File: config.mk
export PLATFORM = sky130hd
export DESIGN_NAME = ping_pong_decoder
export DESIGN_NICKNAME = d
export VERILOG_FILES = /design/src/rtl/ping_pong_pkg.sv /design/src/rtl/ping_pong_decoder_sat_counter.sv /design/src/rtl/ping_pong_decoder.sv
export SDC_FILE = /design/constraint.sdc
export NUM_CORES = 1
export LEC_CHECK = 0
export ABC_AREA = 1
export CAP_MARGIN = 15
export CORE_UTILIZATION = 52
export DETAILED_ROUTE_END_ITERATION = 8
export PLACE_DENSITY = 0.85
export SETUP_SLACK_MARGIN = 0.02
export SLEW_MARGIN = 20
export SYNTH_ARGS = -nofsm -noshare
export SYNTH_HDL_FRONTEND = slang
export SYNTH_HIERARCHICAL = 1
export SYNTH_SLANG_ARGS = --single-unit
File: constraint.sdc
create_clock -name clk -period 5.35 [get_ports clk]
set_input_delay 0.535 -clock clk [delete_from_list [all_inputs] [get_ports clk]]
set_output_delay 0.535 -clock clk [all_outputs]
set_load 0.005 [all_outputs]
File: src/rtl/ping_pong_pkg.sv
// Shared encodings for the ping-pong counter stream checker.
// Direction, error-code and tracker-state constants, plus the per-sample class type.
package ping_pong_pkg;

    // Direction bit carried alongside every counter value
    localparam logic DIR_UP   = 1'b0;
    localparam logic DIR_DOWN = 1'b1;

    // Error codes reported on err_code
    localparam logic [1:0] ERR_NONE          = 2'd0;
    localparam logic [1:0] ERR_STEP          = 2'd1;
    localparam logic [1:0] ERR_RANGE         = 2'd2;
    localparam logic [1:0] ERR_MISSED_BOUNCE = 2'd3;

    // Tracker state encoding
    localparam logic [0:0] ST_SYNC  = 1'b0;
    localparam logic [0:0] ST_TRACK = 1'b1;

    // Verdict for one sample
    typedef enum logic [2:0] {
        CLS_IDLE    = 3'd0,   // no sample this cycle
        CLS_CAPTURE = 3'd1,   // first reference sample while in SYNC
        CLS_HOLD    = 3'd2,   // value and direction unchanged
        CLS_STEP    = 3'd3,   // ordinary step in the current direction
        CLS_BOUNCE  = 3'd4,   // turn taken at the bound being approached
        CLS_FLIP    = 3'd5,   // turn taken away from a bound
        CLS_ERR     = 3'd6    // violation, code carried separately
    } step_class_e;

    // True when a verdict must raise the err pulse
    function automatic logic is_error(input step_class_e cls);
        return (cls == CLS_ERR);
    endfunction

endpackage

File: src/rtl/ping_pong_decoder_sat_counter.sv
// Saturating event counter used for the bounce/flip statistics.
// With EN=0 no register is built and the count reads as zero.
module sat_counter #(
    parameter int WIDTH = 8,
    parameter bit EN    = 1'b1
) (
    input  logic             clk,
    input  logic             rst,
    input  logic             inc,
    output logic [WIDTH-1:0] count
);

    generate
        if (EN) begin : g_cnt
            logic [WIDTH-1:0] cnt_q;

            // Count up on each inc, stick at all-ones, clear only on reset
            always_ff @(posedge clk) begin
                if (rst) begin
                    cnt_q <= '0;
                end else if (inc && (cnt_q != {WIDTH{1'b1}})) begin
                    cnt_q <= cnt_q + WIDTH'(1);
                end
            end

            assign count = cnt_q;
        end else begin : g_none
            logic unused_inputs;
            assign unused_inputs = &{1'b0, clk, rst, inc};
            assign count = '0;
        end
    endgenerate

endmodule

File: src/rtl/ping_pong_decoder.sv
// Receive-side checker for a ping-pong counter stream.
// Each strobed (value, direction) sample is judged against the previous one and
// classified as hold / step / bounce / flip or flagged as a violation.
// Optional statistics: define PING_PONG_DECODER_STATS_EN to build the
// saturating bounce/flip counters; otherwise bounce_cnt/flip_cnt read 0.
module ping_pong_decoder #(
    parameter int WIDTH = 4,
    parameter int CNT_W = 8
) (
    input  logic             clk,
    input  logic             rst,
    input  logic             valid,
    input  logic [WIDTH-1:0] value,
    input  logic             direction,
    input  logic [WIDTH-1:0] max,
    input  logic [WIDTH-1:0] min,
    input  logic             err_clear,
    output logic             bounce,
    output logic             flip,
    output logic             err,
    output logic [1:0]       err_code,
    output logic             err_sticky,
    output logic             locked,
    output logic [CNT_W-1:0] bounce_cnt,
    output logic [CNT_W-1:0] flip_cnt
);

    import ping_pong_pkg::*;

`ifdef PING_PONG_DECODER_STATS_EN
    localparam bit STATS_EN = 1'b1;
`else
    localparam bit STATS_EN = 1'b0;
`endif

    // Reference sample and tracker state
    logic [0:0]       state;
    logic [WIDTH-1:0] prev_val;
    logic             prev_dir;

    // Neighbours of the reference, one bit wider so that 0-1 and max+1
    // never alias onto a legal value (no wrap is ever accepted)
    logic [WIDTH:0]   val_ext;
    logic [WIDTH:0]   prev_inc;
    logic [WIDTH:0]   prev_dec;

    logic             range_ok;
    logic             out_of_range;
    logic             prev_at_bound;
    logic             is_hold;
    logic             step_ok;
    logic             turn_ok;
    logic             missed_bounce;

    step_class_e      cls;
    logic [1:0]       cls_code;

    assign val_ext  = {1'b0, value};
    assign prev_inc = {1'b0, prev_val} + (WIDTH+1)'(1);
    assign prev_dec = {1'b0, prev_val} - (WIDTH+1)'(1);

    // A degenerate window (max <= min) disables the range check entirely
    assign range_ok     = (max > min);
    assign out_of_range = range_ok && ((value > max) || (value < min));

    // Is the reference sitting on the bound it was heading towards?
    assign prev_at_bound = (prev_dir == DIR_UP) ? (prev_val == max) : (prev_val == min);

    assign is_hold = (value == prev_val) && (direction == prev_dir);

    // Same direction, one step along it, and not already at the bound
    assign step_ok = (direction == prev_dir) && !prev_at_bound &&
                     (val_ext == ((prev_dir == DIR_UP) ? prev_inc : prev_dec));

    // Direction changed and the value moved one step in the new direction
    assign turn_ok = (direction != prev_dir) &&
                     (val_ext == ((direction == DIR_UP) ? prev_inc : prev_dec));

    // Kept going in the same direction although the bound was reached
    assign missed_bounce = (direction == prev_dir) && prev_at_bound;

    // Classify the current sample; range violations outrank everything else
    always_comb begin
        cls      = CLS_IDLE;
        cls_code = ERR_NONE;
        if (valid) begin
            if (out_of_range) begin
                cls      = CLS_ERR;
                cls_code = ERR_RANGE;
            end else if (state == ST_SYNC) begin
                cls = CLS_CAPTURE;
            end else if (is_hold) begin
                cls = CLS_HOLD;
            end else if (!range_ok) begin
                cls      = CLS_ERR;
                cls_code = ERR_STEP;
            end else if (step_ok) begin
                cls = CLS_STEP;
            end else if (turn_ok) begin
                cls = prev_at_bound ? CLS_BOUNCE : CLS_FLIP;
            end else if (missed_bounce) begin
                cls      = CLS_ERR;
                cls_code = ERR_MISSED_BOUNCE;
            end else begin
                cls      = CLS_ERR;
                cls_code = ERR_STEP;
            end
        end
    end

    // Every accepted sample (legal or not) becomes the new reference
    always_ff @(posedge clk) begin
        if (rst) begin
            state    <= ST_SYNC;
            prev_val <= '0;
            prev_dir <= DIR_UP;
        end else if (valid) begin
            state    <= ST_TRACK;
            prev_val <= value;
            prev_dir <= direction;
        end
    end

    // Register the verdict: pulses, last error code and the sticky flag
    always_ff @(posedge clk) begin
        if (rst) begin
            bounce     <= 1'b0;
            flip       <= 1'b0;
            err        <= 1'b0;
            err_code   <= ERR_NONE;
            err_sticky <= 1'b0;
        end else begin
            bounce     <= (cls == CLS_BOUNCE);
            flip       <= (cls == CLS_FLIP);
            err        <= is_error(cls);
            if (is_error(cls)) begin
                err_code <= cls_code;
            end
            // A fresh error wins over a simultaneous clear
            err_sticky <= (err_sticky && !err_clear) || is_error(cls);
        end
    end

    assign locked = (state == ST_TRACK);

    // Statistics counters advance in the same cycle their pulse is raised
    sat_counter #(.WIDTH(CNT_W), .EN(STATS_EN)) u_bounce_cnt (
        .clk   (clk),
        .rst   (rst),
        .inc   (cls == CLS_BOUNCE),
        .count (bounce_cnt)
    );

    sat_counter #(.WIDTH(CNT_W), .EN(STATS_EN)) u_flip_cnt (
        .clk   (clk),
        .rst   (rst),
        .inc   (cls == CLS_FLIP),
        .count (flip_cnt)
    );

endmodule

==> impl_metrics.json <==
{
  "status": "completed",
  "grt_busiest_layer": "met1",
  "grt_max_degree": 17,
  "row_count": 18,
  "finalSetupViolCount": 0,
  "rsz0062_at_grt": "false",
  "start_util_pct": 56.6,
  "die_h_um": 54.9,
  "cap_violations": 0,
  "finalCritPeriodShare_pct": 46.4,
  "relSlewSlack_pct": 65.5,
  "ir_drop_mv": 0.168,
  "post_cts_buffers": 0,
  "dr.first_iter.drc_count": 63,
  "detail_route.first_pass.iterations": 4,
  "cts_tree": "yes",
  "ctsHtreeMaxLevel": 1,
  "cp.required_ps": 5510,
  "avgSynthCellArea_um2": 6.00,
  "num-nets-final": 295,
  "max_freq_mhz": 403,
  "use_met3_pct": 5.00,
  "ant_nets": 0,
  "io-pin-count": 40,
  "fillers": 249,
  "dp.cells": 290,
  "cts_root_buf": "clkbuf_4",
  "final_cells": 293,
  "end_kind": "flop",
  "drive_gt1_share_pct": 11.0,
  "wire_per_inst_um": 10.3,
  "grt_pass1_vias": 1149,
  "grtUsageMet2_pct": 33.3,
  "cts_hold_buf": 0,
  "yosysWarnings": 6,
  "hold_viol_final": 0,
  "syn_inst": 242,
  "clk_latency_ps": 260,
  "grtUsageTotal_pct": 22.8,
  "synth.cell_area_um2": 1450,
  "maxSlewViolCount": 0,
  "tns_ps": 0,
  "overflow": 0,
  "cts_inserted_buffers": 3,
  "period_needed_ps": 2480,
  "hp-class": "flop to flop",
  "post_cts_resized": 0,
  "worstPathMaxFanout": 4,
  "antenna_found_initial": 0,
  "dieArea_um2": 3010,
  "drc_errors": 0,
  "start_kind": "input port",
  "clkSlewWorstSetupHoldPaths_ps": 70,
  "grt_use_met1_pct": 34.5,
  "wirelength_um": 3030,
  "grt_pass1_wl_um": 4970,
  "skew_ps": 1.83,
  "gp_routability_congestion": 0.925,
  "clkSinkCount": 12,
  "setup.worst_path.class": "input port to flop",
  "vias": 1470,
  "post_drt_via_cell_ratio": 5.02,
  "dp_hpwl_um": 2520,
  "worst_slew_pin_slew_ps": 515,
  "power_density_nw_per_um2": 171,
  "syn_to_final_growth_pct": 13.5,
  "cts_buffer_depth": 2,
  "core_area_um2": 2570,
  "p_leak_uw": 0.000886,
  "portBuffers": 23,
  "cp.arrival_ps": 2650,
  "diodes": 0,
  "die_w_um": 54.9
}
routing by layer:
layer / up-vias / part of all wire, %
met5: - / 0
met4: 0 / 0.26
met3: 2 / 5.3
met2: 47 / 44
met1: 641 / 51
li1: 780 / -
path summary, 6_finish.rpt:
check | startpoint | end | slack [ps] | cells past startpoint
hold / removal | err_sticky$_SDFF_PP0_ | err_sticky$_SDFF_PP0_ | 480 | 2
setup reg to reg | prev_val[0]$_SDFFE_PP0P_ | err_code[0]$_SDFFE_PP0N_ | 3220 | 16
setup / recovery | min[3] | err_code[0]$_SDFFE_PP0N_ | 2870 | 16
hold reg to reg | err_sticky$_SDFF_PP0_ | err_sticky$_SDFF_PP0_ | 480 | 2
report_power, final:
part           switching, uW  leakage [uW]  internal (uW)  total (uW)
combinational           73.2      0.000773           51.5         125
clock                   26.1     0.0000138           26.0        52.0
sequential              9.29     0.0000989           95.6         105
total                    109      0.000886            173         282
final cells by class:
type / count / area (um^2) / area share (%)
multi-input cells: 188 / 975 / 59.1
flip-flops and latches: 12 / 240 / 14.6
repair buffers: 23 / 230 / 14.0
inverters: 37 / 144 / 8.73
well taps: 30 / 37.5 / 2.28
clock buffers: 3 / 22.5 / 1.37
through the flow:
step	worst slack (ps)	util [%]	hold WS [ps]	cell area [um^2]	total power [uW]
floorplan	3350	-	454	1510	199
global placement	2700	63.4	461	1630	227
detailed placement	2620	63.4	465	1630	230
CTS	2890	64.2	477	1650	283
global route	2740	64.2	501	1650	310
finish	2870	64.2	479	1650	282
worst max-delay path, stage by stage:
cell             delay, ps
clkdlybuf4s50_1        490
inv_1                   60
ha_1                   290
nand2_1                 90
clkinv_1                50
nand2_1                 40
a21oi_1                300
nand2_1                100
nor2_1                 150
nand2_1                 80
nand2_2                 90
nand2_1                100
nand3_2                120
nand2_1                 60
inv_1                   50
nor2_1                  30
layout by cell type (no fill, tap or decap), drive strengths merged:
master         count
nand2             78
inv               36
nand3             29
clkdlybuf4s50     23
nor2              19
a21oi             16
conb              16
ha                13
dfxtp             12
o21ai              8
nand4              5
clkbuf             3
xor2               2
nor3               2
clkinv             1
flip-flops by register name (all words and copies together), names as in the netlist:
name,cells
bounce,1
err,1
err_code,2
err_sticky,1
flip,1
locked,1
prev_dir,1
prev_val,4
Power figures use the tool's default switching activity.
